<file path="src/rtl/mips_multicycle_core.sv">
// Multi-cycle MIPS subset core: one shared ALU, one unified memory port with
// req/ready handshake, traps on illegal opcodes and misaligned data accesses.
module mips_multicycle_core #(
    parameter int unsigned         ADDR_W   = 32,
    parameter logic [ADDR_W-1:0]   RESET_PC = '0
) (
    input  logic              clock,
    input  logic              reset,
    output logic              mem_req,
    output logic              mem_we,
    output logic [ADDR_W-1:0] mem_addr,
    output logic [31:0]       mem_wdata,
    input  logic [31:0]       mem_rdata,
    input  logic              mem_ready,
    output logic              retire,
    output logic [ADDR_W-1:0] pc_dbg,
    output logic              halted
);

    typedef enum logic [2:0] {
        S_IDLE, S_FETCH, S_DECODE, S_EXEC, S_MEM, S_WB, S_TRAP
    } state_t;

    typedef enum logic [2:0] {
        ALU_ADD, ALU_SUB, ALU_AND, ALU_OR, ALU_SLT
    } alu_op_t;

    state_t            state_q, state_d;
    logic [ADDR_W-1:0] pc_q, pc_d;
    logic [ADDR_W-1:0] pcdbg_q, pcdbg_d;
    logic [ADDR_W-1:0] tgt_q, tgt_d;
    logic [31:0]       ir_q, ir_d;
    logic [31:0]       a_q, a_d;
    logic [31:0]       b_q, b_d;
    logic [31:0]       alu_q, alu_d;
    logic [31:0]       mdr_q, mdr_d;
    logic [31:0]       regs_q [32];

    logic              rf_we;
    logic [4:0]        rf_waddr;
    logic [31:0]       rf_wdata;

    logic [5:0]        op, funct;
    logic [4:0]        rs, rt, rd;
    logic [31:0]       sext, pc32, jt;
    logic              is_r, r_ok, is_lw, is_sw, is_beq, is_addi, is_j, legal;

    logic [31:0]       alu_a, alu_b, alu_y;
    alu_op_t           alu_op, funct_op;

    assign op     = ir_q[31:26];
    assign rs     = ir_q[25:21];
    assign rt     = ir_q[20:16];
    assign rd     = ir_q[15:11];
    assign funct  = ir_q[5:0];
    assign sext   = {{16{ir_q[15]}}, ir_q[15:0]};

    assign is_r    = (op == 6'h00);
    assign is_lw   = (op == 6'h23);
    assign is_sw   = (op == 6'h2B);
    assign is_beq  = (op == 6'h04);
    assign is_addi = (op == 6'h08);
    assign is_j    = (op == 6'h02);

    always_comb begin
        funct_op = ALU_ADD;
        r_ok     = 1'b1;
        case (funct)
            6'h20:   funct_op = ALU_ADD;
            6'h22:   funct_op = ALU_SUB;
            6'h24:   funct_op = ALU_AND;
            6'h25:   funct_op = ALU_OR;
            6'h2A:   funct_op = ALU_SLT;
            default: r_ok = 1'b0;
        endcase
    end

    assign legal = (is_r & r_ok) | is_lw | is_sw | is_beq | is_addi | is_j;

    always_comb begin
        pc32             = '0;
        pc32[ADDR_W-1:0] = pc_q;
    end

    // pc_q already holds PC+4 once FETCH completes
    assign jt = {pc32[31:28], ir_q[25:0], 2'b00};

    // The single ALU computes the branch target in DECODE and the operation in EXEC
    always_comb begin
        alu_a  = a_q;
        alu_b  = is_r ? b_q : sext;
        alu_op = is_r ? funct_op : ALU_ADD;
        if (state_q == S_DECODE) begin
            alu_a  = pc32;
            alu_b  = {sext[29:0], 2'b00};
            alu_op = ALU_ADD;
        end
    end

    always_comb begin
        case (alu_op)
            ALU_SUB: alu_y = alu_a - alu_b;
            ALU_AND: alu_y = alu_a & alu_b;
            ALU_OR:  alu_y = alu_a | alu_b;
            ALU_SLT: alu_y = {31'b0, $signed(alu_a) < $signed(alu_b)};
            default: alu_y = alu_a + alu_b;
        endcase
    end

    always_comb begin
        state_d   = state_q;
        pc_d      = pc_q;
        pcdbg_d   = pcdbg_q;
        tgt_d     = tgt_q;
        ir_d      = ir_q;
        a_d       = a_q;
        b_d       = b_q;
        alu_d     = alu_q;
        mdr_d     = mdr_q;
        rf_we     = 1'b0;
        rf_waddr  = rt;
        rf_wdata  = alu_q;
        retire    = 1'b0;
        mem_req   = 1'b0;
        mem_we    = 1'b0;
        mem_addr  = pc_q;
        case (state_q)
            S_IDLE: state_d = S_FETCH;
            S_FETCH: begin
                mem_req = 1'b1;
                if (mem_ready) begin
                    ir_d    = mem_rdata;
                    pc_d    = pc_q + ADDR_W'(4);
                    pcdbg_d = pc_q;
                    state_d = S_DECODE;
                end
            end
            S_DECODE: begin
                a_d     = regs_q[rs];
                b_d     = regs_q[rt];
                tgt_d   = alu_y[ADDR_W-1:0];
                state_d = legal ? S_EXEC : S_TRAP;
            end
            S_EXEC: begin
                if (is_lw || is_sw) begin
                    alu_d   = alu_y;
                    state_d = (alu_y[1:0] != 2'b00) ? S_TRAP : S_MEM;
                end else if (is_beq) begin
                    if (a_q == b_q) pc_d = tgt_q;
                    retire  = 1'b1;
                    state_d = S_FETCH;
                end else if (is_j) begin
                    pc_d    = jt[ADDR_W-1:0];
                    retire  = 1'b1;
                    state_d = S_FETCH;
                end else begin
                    alu_d   = alu_y;
                    state_d = S_WB;
                end
            end
            S_MEM: begin
                mem_req  = 1'b1;
                mem_we   = is_sw;
                mem_addr = alu_q[ADDR_W-1:0];
                if (mem_ready) begin
                    if (is_sw) begin
                        retire  = 1'b1;
                        state_d = S_FETCH;
                    end else begin
                        mdr_d   = mem_rdata;
                        state_d = S_WB;
                    end
                end
            end
            S_WB: begin
                rf_we    = 1'b1;
                rf_waddr = is_r ? rd : rt;
                rf_wdata = is_lw ? mdr_q : alu_q;
                retire   = 1'b1;
                state_d  = S_FETCH;
            end
            S_TRAP:  state_d = S_TRAP;
            default: state_d = S_TRAP;
        endcase
    end

    assign mem_wdata = b_q;
    assign pc_dbg    = pcdbg_q;
    assign halted    = (state_q == S_TRAP);

    always_ff @(posedge clock or negedge reset) begin
        if (!reset) begin
            state_q <= S_IDLE;
            pc_q    <= RESET_PC;
            pcdbg_q <= RESET_PC;
            tgt_q   <= '0;
            ir_q    <= '0;
            a_q     <= '0;
            b_q     <= '0;
            alu_q   <= '0;
            mdr_q   <= '0;
        end else begin
            state_q <= state_d;
            pc_q    <= pc_d;
            pcdbg_q <= pcdbg_d;
            tgt_q   <= tgt_d;
            ir_q    <= ir_d;
            a_q     <= a_d;
            b_q     <= b_d;
            alu_q   <= alu_d;
            mdr_q   <= mdr_d;
        end
    end

    always_ff @(posedge clock or negedge reset) begin
        if (!reset) begin
            for (int unsigned i = 0; i < 32; i++) regs_q[i] <= '0;
        end else if (rf_we && (rf_waddr != 5'd0)) begin
            regs_q[rf_waddr] <= rf_wdata;
        end
    end

endmodule

</file>
<file path="config.mk">
export PLATFORM = sky130hd
export DESIGN_NAME = mips_multicycle_core
export DESIGN_NICKNAME = d
export VERILOG_FILES = /design/src/rtl/mips_multicycle_core.sv
export SDC_FILE = /design/constraint.sdc
export NUM_CORES = 2
export LEC_CHECK = 0
export ABC_CLOCK_PERIOD_IN_PS = 5050
export CELL_PAD_IN_SITES_DETAIL_PLACEMENT = 0
export CELL_PAD_IN_SITES_GLOBAL_PLACEMENT = 2
export CORE_ASPECT_RATIO = 1.25
export CORE_MARGIN = 3
export CORE_UTILIZATION = 39
export CTS_CLUSTER_DIAMETER = 100
export DETAILED_ROUTE_END_ITERATION = 16
export PLACE_DENSITY_LB_ADDON = 0.1
export SYNTH_ARGS = -nofsm -noshare
export SYNTH_HDL_FRONTEND = slang
export SYNTH_SLANG_ARGS = --single-unit
</file>
<file path="constraint.sdc">
create_clock -name clock -period 5.05 [get_ports clock]
set_clock_uncertainty 0.1 [all_clocks]
set_input_delay 1.01 -clock clock [delete_from_list [all_inputs] [get_ports clock]]
set_output_delay 1.01 -clock clock [all_outputs]
set_load 0.02 [all_outputs]
</file>
* Word level (Yosys, flattened, before mapping) *
Index checks and enable logic that the tools add are counted.

storage, ports and cells
  register bits = 1283

operators by class
  add/sub/neg operators = 3
  equality and inequality tests = 30
  $lt $le $gt $ge = 5
  reductions and logical operators = 17
  bitwise logic cells = 12
  multiplexer cells = 49

operator list
  kind                     number
  $bwmux W1024             1
  $mux W32                 18
  $bmux W32 S5             2
  $demux W32 S5            1
  $pmux W32 S4             1
  $pmux W32 S2             1
  $eq A6 B6 Y1 const B     7
  $add A32 B3 Y32 const B  1
  $add A32 B32 Y32         1
  $and A32 B32 Y32         1
  $eq A32 B32 Y1           1
  $lt A32 B32 Y1           1
  $or A32 B32 Y32          1
  $sub A32 B32 Y32         1
  $mux W28                 1
  $mux W3                  9
  $ge A6 B6 Y1 const B     3
  $not A5 Y6               3
  $pmux W3 S5              1
  $eq A3 B2 Y1 const B     4
  $eq A3 B3 Y1 const B     4
  $pmux W3 S4              1
  $mux W5                  2
  $ne A2 B2 Y1 const B     5
  24 further kinds         45

* Longest topological paths before layout *
  depth after elaboration = 11
  mapped depth = 21
  depth with buffers taken out = 17

* Worst setup path before layout *
No wires, ideal clock.

  kind = register -> register
  start point = register ir_q[30]
  end point = register state_q[1]
  data required time = 4826 ps
  period minus slack after synthesis = 4734 ps
  slack = 316 ps
  library setup time = 124 ps
  arrival = 4510 ps
  cell stages (with the launch flop) = 18
  cell sequence = dfrtp_1 -> or3_1 -> nor4_4 -> clkbuf_1 -> mux2i_1 -> nor2_1 -> ha_1 -> fa_1 -> o21bai_1 -> a21oi_1 -> o31ai_1 -> a211oi_2 -> o211ai_1 -> a211oi_1 -> nor3_1 -> o31a_1 -> a21oi_1 -> a211o_1

on the way
  word-level cells in the longest chain between the ends = 9
  elaborated cells on any way between the ends = 24
  those cells by class = add/sub: 2; order compare: 1; eq/ne: 7; mux: 9; bitwise: 2; reduce/logical: 3

ends and longest elaborated chain
  element                                         line    RTL
  start: declaration                              32      logic [31:0] ir_q, ir_d;
  start signal: assignment                        207     ir_q <= ir_d;
  $logic_not A6 Y1                                58      assign is_r = (op == 6'h00);
  $mux W32 or $mux W3 (tied branches)             91, 92
  $mux W32 or $mux W3 (tied branches)             93      if (state_q == S_DECODE) begin
  $add A32 B32 Y32, or another cell as far along  106     default: alu_y = alu_a + alu_b;
  $pmux W32 S4                                    101     case (alu_op)
  $reduce_bool A2 Y1                              147     state_d = (alu_y[1:0] != 2'b00) ? S_TRAP : S_MEM;
  $mux W2                                         147
  $mux W3 *                                       145     if (is_lw || is_sw) begin
  $pmux W3 S5 *                                   127     case (state_q)
  end signal: assignment                          203     state_q <= state_d;
  end: declaration                                28      state_t state_q, state_d;

Mark *: on every way between the ends. The rest lies on a longest branch, timed or not.
A chain may end at the register's enable or synchronous reset.

* Worst setup path after layout *
  start point = register ir_q[31]
  end point = register state_q[1]

Same word-level chain as after synthesis.

==> results.json <==
{
  "syn2layout_area_growth_pct": 15.63,
  "setup_tns_ns": 0,
  "ys_types": 80,
  "postCtsSetupBuffers": 0,
  "grt_pass1_vias": 51407,
  "gr-usage-all-layers_pct": 28.08,
  "vias": 50382,
  "crit_slowest_cell": "or3_1",
  "die_x_um": 381.7,
  "cp_slowest_stage_delay_ns": 0.46,
  "dieArea_um2": 181600,
  "fp.dieH_um": 475.6,
  "worst_pin_slew_ns": 1.341,
  "worstSetupPathType": "flop to flop",
  "cts.reportedPaths.clkPinSlew_ns": 0.06,
  "intPower_uw": 34030,
  "grt_max_degree": 161,
  "leakage_uw": 0.03388,
  "p_per_area_nw_per_um2": 737.8,
  "avgSynthCellArea_um2": 10.99,
  "start_util_pct": 39.42,
  "design.core.area_um2": 174600,
  "postRouteAntennaNets": 0,
  "clk_latency_ns": 0.80,
  "fin_crit_sh_pct": 96.10,
  "hpwl_mm": 171.8,
  "via_per_inst": 5.792,
  "cts_sinks": 1283,
  "wl_per_cell_um": 29.16,
  "fin_crit_ns": 4.853,
  "dpl.cell_count": 8442,
  "cp-start-kind": "flop",
  "synth_cells": 6264,
  "synth_ff_type": "dfrtp_1",
  "worst_hold_path_type": "flop to flop",
  "switching_power_uw": 24680,
  "rows": 171,
  "crit_chain": "or3_1, nor4_4, buf_12, nand2_2, and2_1, buf_4, a31o_2, ha_1, nor2_1, o2111ai_1, or3_1, o211ai_1, buf_4, a211oi_4, nor3_2, o31a_1, a21oi_1, a211o_1",
  "cts_tree": "built",
  "clockBufferDepth": 3,
  "synth_edf_count": 0,
  "yosysWarningCount": 0,
  "cp.required_ns": 5.64,
  "numCtsBuffers": 141,
  "root_buffer": "clkbuf_16",
  "post-route-util_pct": 45.58,
  "fillers": 16390,
  "synth_seq_cells": 1283,
  "worst-path-max-fanout": 14,
  "final_net_count": 6385,
  "antenna_found_initial": 10,
  "h-tree-depth": 4,
  "ys_async_sr_fraction_pct": 100.0,
  "syn-cell-area_um2": 68820,
  "portBuffers": 134,
  "drtPass1Iterations": 5,
  "hold_viol": 0,
  "route.detailed.drc": 0,
  "gp_congestion": 0.9401,
  "cp.arrival_ns": 5.44,
  "drive_gt1_share_pct": 22.39,
  "ios": 135,
  "wl_mm": 253.7,
  "end_kind": "flop",
  "swShare_pct": 42.03,
  "status": "completed",
  "timing.fmax_mhz": 206.1,
  "drv_slew": 0,
  "grt_overflow": 0,
  "drv.max_cap_violation_count": 0,
  "combinationalPowerShare_pct": 49.6,
  "drtIter0Drc": 4065,
  "irDropWorstVdd_mv": 0.4721,
  "power_frac_seq_pct": 31.9,
  "syn_nets": 6398,
  "slew_headroom_pct": 10.61,
  "grt_pass1_wl_mm": 371.2,
  "rsz0062_at_grt": "false",
  "finalSetupViolCount": 0,
  "stdcell_count": 8699,
  "ys_seq_area_share_pct": 46.65,
  "power_frac_clock_pct": 18.5
}
## cells in the mapped netlist, drive strengths merged (10+ instances only)
library cell / number / share of area (%)
clkbuf: 438 / 2.4
nor3: 24 / 0.19
nor2b: 11 / 0.10
and3: 14 / 0.13
dfrtp: 1283 / 47
and2: 11 / 0.10
a31oi: 33 / 0.30
nand2b: 17 / 0.15
inv: 110 / 0.60
o211ai: 37 / 0.40
o21a: 10 / 0.11
nor2: 627 / 3.6
a21oi: 623 / 4.5
o22ai: 18 / 0.16
or3: 11 / 0.10
xor2: 36 / 0.46
ha: 97 / 1.8
mux4: 640 / 21
mux2: 117 / 1.9
a221o: 11 / 0.16
nand2: 875 / 4.8
o21ai: 708 / 5.2
nor4: 17 / 0.19
a31o: 17 / 0.22
nand3: 43 / 0.31
buf: 168 / 1.1
a21o: 13 / 0.14
nand4: 12 / 0.11
a211oi: 12 / 0.14
mux2i: 120 / 1.7
o31ai: 10 / 0.12
o21bai: 11 / 0.12
## logic make-up (layout without fill, tap and decap cells)
family | Yosys count | count (layout) | synth area share (%)
muxes | 877 | 877 | 24.60
and+or+nand+nor | 1682 | 1682 | 9.925
DFF | 1283 | 1283 | 46.65
xor gates and xnor gates | 39 | 39 | 0.4964
adders and majority gates | 99 | 99 | 1.822
buffers and inverters | 716 | 813 | 4.105
other | 0 | 3 | 0
AOI/OAI and AO/OA | 1568 | 1568 | 12.39
## stage by stage
stage / hold WS, ns / power, µW / area [µm²] / setup slack, ns
6_report: 0.2941 / 58710 / 79570 / 0.1969
5_1_grt: 0.3065 / 62170 / 79570 / 0.02369
4_1_cts: 0.2961 / 58980 / 79520 / 0.04615
3_5_place_dp: 0.2820 / 47930 / 74680 / -0.1551
3_3_place_gp: 0.2763 / 47490 / 74680 / -0.1697
2_1_floorplan: 0.3413 / 36370 / 68820 / 0.3156
## routing by layer
metal	GRT usage, %	vias up	part of all wire (%)
met5	0	-	0.0051
met4	8.551	2	3.1
li1	-	22643	-
met2	47.74	1344	50
met3	3.628	366	4.7
met1	37.60	26027	43
## critical path, delay by kind of cell (launching register included)
kind	cells	cell delay [ns]
AO/OA/AOI/OAI	7	1.45
flip-flops	1	0.37
buffers and inverters	3	0.60
AND/OR/NAND/NOR	7	1.83
adder cells (fa/ha/maj)	1	0.38
## layout by cell type, fill, tap and decap left out, types with 12 or more instances in the layout
cell             instances
clkbuf_8                38
nor3_1                  19
clkbuf_1                29
clkdlybuf4s50_1        133
nand2b_1                16
nor2_4                  18
a31oi_1                 33
a21o_1                  13
mux4_2                 640
a21oi_1                622
o22ai_1                 18
mux2_2                 117
and3_1                  14
xor2_1                  36
buf_4                  218
o21ai_0                619
nand3_1                 41
clkbuf_16              145
mux2i_2                 28
nand2_1                860
mux2i_1                 88
buf_12                  97
o211ai_1                37
nand2_4                 14
ha_1                    96
nand4_1                 12
inv_1                  110
nor4_1                  14
clkinv_2                15
o21ai_1                 88
dfrtp_1               1273
nor2_1                 609
a31o_2                  17
## final cells by class
type / count / area (µm²) / area share [%]
clock buffers: 212 / 4260 / 5.354
clock inverters: 41 / 570.5 / 0.7170
multi-input cells: 4265 / 34310 / 43.12
well taps: 2335 / 2922 / 3.671
diodes: 3 / 7.507 / 0.009434
inverters: 110 / 412.9 / 0.5189
repair buffers: 450 / 4947 / 6.217
flip-flops and latches: 1283 / 32140 / 40.39
## state kept, by name, indices dropped and copies added, names as in the netlist, 32 cells and up
register / count
pc32: 32
regs_q: 1024
alu_q: 32
a_q: 32
ir_q: 32
pc_dbg: 32
mem_wdata: 32
tgt_q: 32
mdr_q: 32
## what timing repair did
| action | in CTS | in global routing |
|---|---|---|
| setup endpoints to repair | 5 | 8 |
| gates resized for setup | 1 | 13 |
| hold buffers | 1 | 0 |
| pin swaps | 0 | 1 |
| endpoints found under the hold margin | 2 | 0 |
| cloned | 0 | 0 |
## final timing paths
| kind | startpoint | to | slack [ns] | depth (start not counted) |
|---|---|---|---|---|
| max | ir_q[31] | state_q[1] | 0.20 | 18 |
| max reg2reg | ir_q[31] | state_q[1] | 0.20 | 18 |
| min in group asynchronous | reset | regs_q[889] | 0.68 | 2 |
| max in group asynchronous | reset | ir_q[22] | 2.73 | 3 |
| min reg2reg | regs_q[996] | regs_q[996] | 0.29 | 0 |
| min | regs_q[996] | regs_q[996] | 0.29 | 0 |
## power by group through the flow
stage	clock [µW]	sequential, µW	combinational (µW)
4_1_cts	11100	18700	29200
2_1_floorplan	0	17000	19400
3_5_place_dp	0	18800	29100
6_report	10900	18700	29100
5_1_grt	11500	19300	31400
3_3_place_gp	0	18600	28900
Note: power is estimated with default switching activity, not from simulation.
